File: config.mk
export PLATFORM = sky130hd
export DESIGN_NAME = e203_exu_regfile_ctx
export DESIGN_NICKNAME = d
export VERILOG_FILES = /design/src/rtl/e203_rfctx_pkg.sv /design/src/rtl/e203_rfctx_seq.sv /design/src/rtl/e203_exu_regfile_ctx.sv
export SDC_FILE = /design/constraint.sdc
export NUM_CORES = 2
export LEC_CHECK = 0
export BUFFER_PORTS_ARGS = -buffer_cell sky130_fd_sc_hd__clkbuf_2
export CAP_MARGIN = 20
export CORE_AREA = 2 2 440 486
export CTS_BUF_LIST = sky130_fd_sc_hd__clkbuf_16
export DETAILED_ROUTE_END_ITERATION = 12
export DIE_AREA = 0 0 442 488
export GPL_TIMING_DRIVEN = 0
export HOLD_SLACK_MARGIN = 0.12
export PLACE_DENSITY_LB_ADDON = 0.15
export SLEW_MARGIN = 40
export SYNTH_ARGS = -nofsm -noshare
export SYNTH_HDL_FRONTEND = slang
export SYNTH_SLANG_ARGS = --single-unit
File: constraint.sdc
create_clock -name clk -period 34 [get_ports clk]
set_input_delay 1.7 -clock clk [delete_from_list [all_inputs] [get_ports clk]]
set_output_delay 1.7 -clock clk [all_outputs]
set_load 0.02 [all_outputs]
File: src/rtl/e203_rfctx_pkg.sv
// Shared types and slot-mapping helpers for the context save/restore register file.
package e203_rfctx_pkg;

    typedef enum logic [1:0] {
        ST_IDLE    = 2'd0,
        ST_SAVE    = 2'd1,
        ST_RESTORE = 2'd2
    } rfctx_state_e;

    localparam logic [31:0] DEF_SAVE_MASK = 32'hF003_FCE2;
    localparam int unsigned DEF_LANES     = 4;

    // True when register idx is selected by mask.
    function automatic logic mask_has(input logic [31:0] mask, input int unsigned idx);
        logic [31:0] sh;
        sh = mask >> idx;
        return sh[0];
    endfunction

    // Number of saved registers; x0 is never saved.
    function automatic int unsigned popcount(input logic [31:0] mask);
        int unsigned n;
        n = 0;
        for (int unsigned b = 1; b < 32; b++) begin
            if (mask_has(mask, b)) n++;
        end
        return n;
    endfunction

    // Register index carried by slot s (s-th masked register, ascending).
    function automatic int unsigned slot_idx(input logic [31:0] mask, input int unsigned s);
        int unsigned n;
        int unsigned idx;
        n   = 0;
        idx = 0;
        for (int unsigned b = 1; b < 32; b++) begin
            if (mask_has(mask, b)) begin
                if (n == s) idx = b;
                n++;
            end
        end
        return idx;
    endfunction

    // Beats needed for nslot registers; at least one so the engine always terminates.
    function automatic int unsigned nbeat(input int unsigned nslot, input int unsigned lanes);
        return (nslot == 0) ? 1 : (nslot + lanes - 1) / lanes;
    endfunction

    localparam int unsigned DEF_NSLOT = popcount(DEF_SAVE_MASK);
    localparam int unsigned DEF_NBEAT = nbeat(DEF_NSLOT, DEF_LANES);

endpackage

File: src/rtl/e203_rfctx_seq.sv
// Save/restore sequencer: FSM, beat counter, return-address capture and done pulse.
module e203_rfctx_seq
    import e203_rfctx_pkg::*;
#(
    parameter int unsigned XLEN   = 32,
    parameter int unsigned NBEAT  = 4,
    parameter int unsigned BCNT_W = 2
) (
    input  logic              clk,
    input  logic              rst,
    input  logic              save_req,
    input  logic              restore_req,
    input  logic [XLEN-1:0]   ra_dat,
    input  logic              sv_ready,
    input  logic              rs_valid,
    output logic              busy,
    output logic              done,
    output logic              sv_valid,
    output logic              sv_last,
    output logic              rs_ready,
    output logic [BCNT_W-1:0] bcnt,
    output logic [XLEN-1:0]   ra_q,
    output logic              save_fire,
    output logic              restore_fire
);

    rfctx_state_e state;
    rfctx_state_e state_nxt;
    logic         last_beat;

    assign last_beat = (bcnt == BCNT_W'(NBEAT - 1));

    // State register.
    always_ff @(posedge clk or posedge rst) begin
        if (rst) state <= ST_IDLE;
        else     state <= state_nxt;
    end

    // Next state: save wins over restore; requests are only sampled in IDLE.
    always_comb begin
        state_nxt = state;
        case (state)
            ST_IDLE: begin
                if (save_req)         state_nxt = ST_SAVE;
                else if (restore_req) state_nxt = ST_RESTORE;
            end
            ST_SAVE: begin
                if (save_fire && last_beat) state_nxt = ST_IDLE;
            end
            ST_RESTORE: begin
                if (restore_fire && last_beat) state_nxt = ST_IDLE;
            end
            default: state_nxt = ST_IDLE;
        endcase
    end

    // Handshake outputs and fire strobes, decoded from state.
    always_comb begin
        busy         = (state != ST_IDLE);
        sv_valid     = (state == ST_SAVE);
        rs_ready     = (state == ST_RESTORE);
        sv_last      = sv_valid && last_beat;
        save_fire    = sv_valid && sv_ready;
        restore_fire = rs_ready && rs_valid;
    end

    // Beat counter: advances per accepted beat, wraps to 0 after the last one.
    always_ff @(posedge clk or posedge rst) begin
        if (rst) begin
            bcnt <= '0;
        end else if (save_fire || restore_fire) begin
            bcnt <= last_beat ? '0 : bcnt + 1'b1;
        end
    end

    // Capture the x1 reload value together with an accepted save request.
    always_ff @(posedge clk or posedge rst) begin
        if (rst) begin
            ra_q <= '0;
        end else if (state == ST_IDLE && save_req) begin
            ra_q <= ra_dat;
        end
    end

    // One-cycle done pulse in the cycle after the final beat.
    always_ff @(posedge clk or posedge rst) begin
        if (rst) done <= 1'b0;
        else     done <= (save_fire || restore_fire) && last_beat;
    end

endmodule

File: src/rtl/e203_exu_regfile_ctx.sv
// EXU register file with a masked, beat-streamed context save/restore engine.
module e203_exu_regfile_ctx
    import e203_rfctx_pkg::*;
#(
    parameter int unsigned XLEN      = 32,
    parameter int unsigned NREGS     = 32,
    parameter int unsigned RFIDX_W   = $clog2(NREGS),
    parameter logic [31:0] SAVE_MASK = 32'hF003_FCE2,
    parameter int unsigned LANES     = 4,
    parameter int unsigned LOAD_RA   = 1
) (
    input  logic                  clk,
    input  logic                  rst,
    input  logic [RFIDX_W-1:0]    rd1_idx,
    input  logic [RFIDX_W-1:0]    rd2_idx,
    output logic [XLEN-1:0]       rd1_dat,
    output logic [XLEN-1:0]       rd2_dat,
    input  logic                  wb_wen,
    input  logic [RFIDX_W-1:0]    wb_idx,
    input  logic [XLEN-1:0]       wb_dat,
    input  logic                  save_req,
    input  logic                  restore_req,
    input  logic [XLEN-1:0]       ra_dat,
    output logic                  busy,
    output logic                  done,
    output logic                  sv_valid,
    input  logic                  sv_ready,
    output logic [LANES*XLEN-1:0] sv_data,
    output logic                  sv_last,
    input  logic                  rs_valid,
    output logic                  rs_ready,
    input  logic [LANES*XLEN-1:0] rs_data,
    output logic [XLEN-1:0]       x1_r,
    output logic [XLEN-1:0]       x2_sp
);

    // Mask bits above the implemented register count are dropped.
    localparam logic [31:0] EFF_MASK = (NREGS >= 32) ? SAVE_MASK
                                     : (SAVE_MASK & 32'((64'd1 << NREGS) - 64'd1));
    localparam int unsigned NSLOT  = popcount(EFF_MASK);
    localparam int unsigned NBEAT  = nbeat(NSLOT, LANES);
    localparam int unsigned BCNT_W = (NBEAT > 1) ? $clog2(NBEAT) : 1;
    localparam int unsigned NPAD   = NBEAT * LANES;

    logic [XLEN-1:0]   regs     [NREGS];
    logic [XLEN-1:0]   regs_d   [NREGS];
    logic [XLEN-1:0]   slot_val [NPAD];
    logic [BCNT_W-1:0] bcnt;
    logic [XLEN-1:0]   ra_q;
    logic              save_fire;
    logic              restore_fire;
    logic              save_last;

    e203_rfctx_seq #(
        .XLEN   (XLEN),
        .NBEAT  (NBEAT),
        .BCNT_W (BCNT_W)
    ) u_seq (
        .clk          (clk),
        .rst          (rst),
        .save_req     (save_req),
        .restore_req  (restore_req),
        .ra_dat       (ra_dat),
        .sv_ready     (sv_ready),
        .rs_valid     (rs_valid),
        .busy         (busy),
        .done         (done),
        .sv_valid     (sv_valid),
        .sv_last      (sv_last),
        .rs_ready     (rs_ready),
        .bcnt         (bcnt),
        .ra_q         (ra_q),
        .save_fire    (save_fire),
        .restore_fire (restore_fire)
    );

    assign save_last = save_fire && sv_last;

    // Slot-ordered view of the saved registers, zero-padded to whole beats.
    always_comb begin
        for (int unsigned s = 0; s < NPAD; s++) begin
            slot_val[s] = '0;
            if (s < NSLOT) slot_val[s] = regs[slot_idx(EFF_MASK, s)];
        end
    end

    // Save payload for the current beat; lane 0 sits in the MSBs.
    always_comb begin
        int unsigned base;
        base    = 32'(bcnt) * LANES;
        sv_data = '0;
        for (int unsigned j = 0; j < LANES; j++) begin
            if (base + j < NSLOT) sv_data[(LANES-1-j)*XLEN +: XLEN] = slot_val[base + j];
        end
    end

    // Next register values: restore beat > x1 reload > write-back (IDLE only).
    // Each register's slot position is a constant, so the restore decode
    // collapses to a beat-counter compare per masked register.
    always_comb begin
        int unsigned s;
        s      = 0;
        regs_d = regs;
        for (int unsigned i = 1; i < NREGS; i++) begin
            s = popcount(EFF_MASK & ((32'd1 << i) - 32'd1));
            if (mask_has(EFF_MASK, i) && restore_fire && (32'(bcnt) == s / LANES)) begin
                regs_d[i] = rs_data[(LANES-1-(s % LANES))*XLEN +: XLEN];
            end else if (LOAD_RA != 0 && i == 1 && save_last) begin
                regs_d[i] = ra_q;
            end else if (wb_wen && !busy && 32'(wb_idx) == i) begin
                regs_d[i] = wb_dat;
            end
        end
        regs_d[0] = '0;
    end

    // Register array; reset clears everything and pre-empts any pending write.
    always_ff @(posedge clk or posedge rst) begin
        if (rst) begin
            for (int unsigned i = 0; i < NREGS; i++) regs[i] <= '0;
        end else begin
            regs <= regs_d;
        end
    end

    // Combinational read ports without write bypass; x0 reads zero.
    always_comb begin
        rd1_dat = '0;
        rd2_dat = '0;
        if (rd1_idx != '0 && 32'(rd1_idx) < NREGS) rd1_dat = regs[rd1_idx];
        if (rd2_idx != '0 && 32'(rd2_idx) < NREGS) rd2_dat = regs[rd2_idx];
    end

    assign x1_r  = regs[1];
    assign x2_sp = regs[2];

endmodule

=== Yosys cells after proc, flatten, opt, wreduce, memory -nomap -nowiden ===
Cells that the tools add are included.

* Add/sub/neg operators: 4
* $lt $le $gt $ge: 10
* Equal/unequal tests: 39
* Muxes and demuxes: 63
* Bitwise logic cells: 6
* Reductions and logical operators: 69

{| class="wikitable"
|+ Operators with widths
! kind !! count
|-
| two-way mux 32 bit || 51
|-
| binary-select mux 32 bit (select 4 bit) || 4
|-
| binary-select mux 32 bit (select 5 bit) || 2
|-
| greater-or-equal comparator 33 x 5 -> 1 bit (second input constant) || 4
|-
| equality test 5 bit (second input constant) || 16
|-
| NOT 32 -> 33 bit || 2
|-
| < comparator 32 x 5 -> 1 bit (second input constant) || 2
|-
| logical AND 1 bit || 44
|-
| equality test 5 x 4 -> 1 bit (second input constant) || 8
|-
| NOT 4 -> 33 bit || 1
|-
| NOT 5 -> 33 bit || 1
|-
| logical NOT 32 bit || 1
|-
| nonzero test 2 bit || 16
|-
| equality test 5 x 3 -> 1 bit (second input constant) || 4
|-
| greater-or-equal comparator 6 bit (second input constant) || 2
|-
| NOT 5 -> 6 bit || 2
|-
| adder 4 x 2 -> 5 bit (second input constant) || 2
|-
| equality test 5 x 2 -> 1 bit (second input constant) || 2
|-
| two-way mux 2 bit || 5
|-
| nonzero test 5 bit || 2
|-
| equality test 2 bit (second input constant) || 3
|-
| one-hot mux 2 bit (3 select lines) || 1
|-
| adder 4 x 1 -> 5 bit (second input constant) || 1
|-
| equality test 5 x 1 -> 1 bit (second input constant) || 1
|-
| other kinds (11) || 14
|}

* Register bits after elaboration: 1029
* Input port bits: 214
* Output and inout port bits: 261

=== Longest topological paths before layout ===
* Depth in word-level cells: 7
* Gate-level depth with buffers: 12
* Depth with buffers taken out: 6

=== Hierarchy ===
From an unflattened synthesis, not the netlist that was laid out.

* Cells, all modules: 5361
* Area, all modules: 63335.7 um^2

{| class="wikitable"
|+ Modules (own cells, without submodules)
! module !! instances !! cells each !! area each (um^2) !! seq. area each (um^2)
|-
| e203_exu_regfile_ctx || 1 || 5261 || 61657.9 || 24823.8
|-
| e203_rfctx_seq || 1 || 100 || 1677.9 || 925.9
|}

=== Worst setup path before layout ===
No wires, ideal clock.

* Path type: input -> output
* From: in rd2_idx[1]
* To: out rd2_dat[0]
* Arrival time: 3.626 ns
* Path slack: 28.674 ns
* Stages: 9
* Path buffers: 5
* Cells stage by stage: clkbuf_1 > buf_2 > buf_4 > buf_2 > buf_4 > mux2i_1 > a22oi_1 > a21oi_1 > nor4_1

* Cells in the longest elaborated chain, start to end: 5
* Elaborated cells between the ends (all ways): 6
* Classes of those cells: mux (4); bitwise (1); reduce/logical (1)

{| class="wikitable"
|+ Ends and longest elaborated chain
! what !! RTL line !! text
|-
| from (decl) || e203_exu_regfile_ctx.sv:15 || <nowiki>input logic [RFIDX_W-1:0] rd2_idx,</nowiki>
|-
| NOT 5 -> 6 bit (not written as such) || e203_exu_regfile_ctx.sv:131 || <nowiki>if (rd2_idx != '0 && 32'(rd2_idx) < NREGS) rd2_dat = regs[rd2_idx];</nowiki>
|-
| binary-select mux 32 bit (select 5 bit) || e203_exu_regfile_ctx.sv:131 ||
|-
| two-way mux 32 bit (not written as such) (2 in a row) || e203_exu_regfile_ctx.sv:131 ||
|-
| two-way mux 32 bit * || e203_exu_regfile_ctx.sv:131 ||
|-
| to (decl) || e203_exu_regfile_ctx.sv:17 || <nowiki>output logic [XLEN-1:0] rd2_dat,</nowiki>
|}

Mark *: on every way between the ends. The rest lies on a longest branch, timed or not. The select of a mux whose other input is x is not followed.

=== Final worst setup path ===
* From: in rd2_idx[1]
* To: out rd2_dat[16]

Same word-level chain as after synthesis.

==> summary.txt <==
Global route
  • Remaining global-route overflow: 0
  • Largest net degree at the start of global routing: 74
  • First-pass GRT wire length: 526500 um
  • Antenna violations before repair: 44
  • Global-route usage over all layers: 0.3668
  • Vias in the first global route: 55.35k

Die
  • Die X: 442 um
  • Core Region: 210600 sq um
  • Starting Density: 0.2986
  • Die ar.: 215700 sq um
  • Die height: 488 um
  • Row count: 177
  • I/O pin count: 475

Final layout
  • P&R area growth vs syn: 19.28%
  • Fin nets: 6429
  • Fillers: 21.14k
  • Storage element area: 25750 sq um
  • Layout cells sized above 1: 0.2539
  • Final Util: 0.3561
  • Multi-input logic area: 34250 sq um
  • Fin cells: 9099

Worst setup path
  • Reg2reg setup slack: 28.88 ns
  • Critical path origin: rd2_idx[1]
  • Nature of the critical path startpoint: input pin
  • Critical Path End: rd2_dat[16]
  • Crit. End Element: output pin
  • Arrival time at the worst endpoint: 5.66 ns
  • Crit Reg-Reg Startpoint: u_seq.bcnt[0]
  • Cells on worst reg2reg path: 12
  • CP Max Fanout: 10
  • Reg2reg end: regs[845]
  • CP Class: in -> out
  • WP data required: 32.30 ns

Hold path
  • Class of the worst hold path: reg -> reg

Logic synthesis
  • Yosys cell types: 48
  • Post-synth top cells: mux2i_1, dfrtp_1, mux2_1, a21oi_1, nor2_1
  • Post-Synthesis Cell Area: 62880 sq um
  • Synth Register Bits: 1029
  • Yosys Warn Count: 0
  • Synth Net Count: 5759
  • Most common cell in the netlist: mux2i_1
  • Ys flop type: dfrtp_1
  • Largest cells by area after synthesis: dfrtp_1, mux2i_1, mux2_1
  • Post-Syn Instances: 5540
  • Sequential element share of the synthesized area: 0.4095
  • Synth top area share: 0.4095
  • Ys async rst share: 1.000
  • Largest area contributor in the synthesized netlist: dfrtp_1
  • Syn Area/Cell: 11.35 sq um
  • Post-synth EDFFs: 0

Pwr
  • Switch share: 0.4280
  • Power density over the cells: 82.66 nW/um^2
  • Register share of total power: 0.368
  • Max rail drop VDD: 0.00005661 V
  • Comb power frac: 0.409
  • Pwr Total: 0.006200 W
  • LEAKAGE: 35.47 nW
  • Int Pwr: 0.003547 W
  • NetSw: 0.002654 W
  • Clk pwr share: 0.224

Clock tree
  • Total CTS buffers: 133
  • CTS Sinks: 1029
  • Hold_buf cts: 0
  • Max clock buf depth: 3
  • Clock transition at path regs: 0.06 ns
  • Postcts setup bufs: 0
  • CTS Root Cell: clkbuf_16
  • H-tree levels: 4
  • CTS tree: yes
  • Post-cts sizing count: 0
  • Clock insertion delay at the later pin of the skew report: 0.84 ns

Place
  • Hpwl dp: 291500 um
  • Post-Place Cells: 8849
  • Port buffer count: 468
  • GPL Wtd Cong: 0.9809

Timing
  • Period utilization: 0.2165
  • RSZ-0062 raised after global routing: false
  • Total negative setup slack: 0 ns
  • Setup Skew: 0.02703 ns
  • Period minus WS final: 7.361 ns
  • Final hold vios: 0
  • Worst slew margin: 0.3257
  • Fin Hold WS: 0.4811 ns
  • Final slew viol count: 0
  • Final Setup Violations: 0
  • F_max: 135.8 MHz
  • Worst-Margin Slew: 1.003 ns

Drt
  • WL met3: 45030 um
  • Antenna Nets Post-Route: 0
  • Starting DRT DRC Count: 7825
  • Detailed Route WL: 406800 um
  • Routed wl met2: 169400 um
  • Met1 wire length: 155000 um
  • Via density: 6.317
  • Via count: 57.47k
  • Remaining DRCs: 0
  • Top Metal Used: met5
  • Drt wl/cell: 44.71 um
  • Pre-antenna DRT Iters: 6

Run
  • Max_cap viols: 0

Outcome
  • Status: finished, final reports clean
power by group through the flow:
stage                     clock (W)  combinational, W  sequential (W)
after floorplan                   0           0.00159         0.00201
after global placement            0           0.00241         0.00225
after detailed placement          0           0.00249         0.00226
after CTS                   0.00140           0.00249         0.00224
after global routing        0.00144           0.00264         0.00232
final                       0.00139           0.00253         0.00228
worst min-delay path by stage:
stage / from / end / slack [ns] / depth (start not counted)
after floorplan: u_seq.ra_q[0] / u_seq.ra_q[0] / 0.45 / 1
after detailed placement: u_seq.ra_q[14] / u_seq.ra_q[14] / 0.47 / 1
after global routing: u_seq.ra_q[5] / u_seq.ra_q[5] / 0.50 / 1
final: u_seq.ra_q[21] / u_seq.ra_q[21] / 0.48 / 1
after CTS: u_seq.ra_q[24] / u_seq.ra_q[24] / 0.48 / 1
after global placement: u_seq.ra_q[23] / u_seq.ra_q[23] / 0.47 / 1
area by class of cell:
type	instances	share of cell area
multi-input cells	3860	0.4567
flip-flops and latches	1029	0.3433
repair buffers	535	0.05466
clock buffers	139	0.04637
well taps	2774	0.04627
plain buffers	646	0.04434
clock inverters	91	0.007390
diodes	20	0.0006672
inverters	5	0.0003503
registers in the layout, summed over array words and instances (netlist names):
register,cells
u_seq.done,1
x2_sp,32
u_seq.ra_q,32
regs,928
x1_r,32
u_seq.state,2
u_seq.bcnt,2
per-layer routing:
layer / track usage / vias up
li1: - / 22107
met1: 0.4488 / 29845
met2: 0.5284 / 4309
met3: 0.1228 / 1197
met4: 0.2869 / 16
met5: 0.006483 / -
logic make-up (layout without fill, tap and decap cells):
group                      count (synthesis)  in the layout  synth area share
muxes                                   2013           2013            0.3857
AOI/OAI and AO/OA                       1060           1060            0.1007
DFF                                     1029           1029            0.4095
and+or+nand+nor                          782            782           0.05557
buffers and inverters                    651           1416           0.04759
adders and majority gates                  5              5         0.0009949
other                                      0             20                 0
worst max-delay path: stages:
cell	delay [ns]
clkbuf_2	0.45
buf_2	0.60
buf_2	0.43
nand2_1	0.46
clkbuf_2	0.59
o22ai_1	0.26
nor3_1	0.10
nor4_1	0.70
clkbuf_2	0.29
stage by stage:
stage,cell area [sq um],setup WS [ns]
floorplan,62880,3.342
global placement,68700,-12.25
detailed placement,70890,26.88
CTS,74920,26.88
global route,74990,26.81
finish,75010,26.64
placed cells by master, fill, tap and decap left out, types with 5 or more instances in the layout:
cell,count
mux2i_1,1083
dfrtp_1,1029
clkbuf_2,696
mux2_1,581
a21oi_1,445
nor2_1,398
mux4_2,261
o22ai_1,257
buf_2,201
nand2_1,152
clkbuf_16,139
o21ai_1,129
clkbuf_1,124
a22oi_1,123
nor3_1,94
mux2_2,88
buf_4,86
buf_16,61
a221oi_1,35
or3_1,34
inv_1,34
clkinv_1,33
a221o_1,30
a211oi_1,30
nor4_1,25
diode_2,20
nand2b_1,15
nor2b_1,13
clkinv_2,13
buf_6,7
nor3_4,6
nor4_2,6
inv_6,6
nor3_2,5
nand3_1,5
a211oi_2,5
ha_1,5
Power figures use the tool's default switching activity.
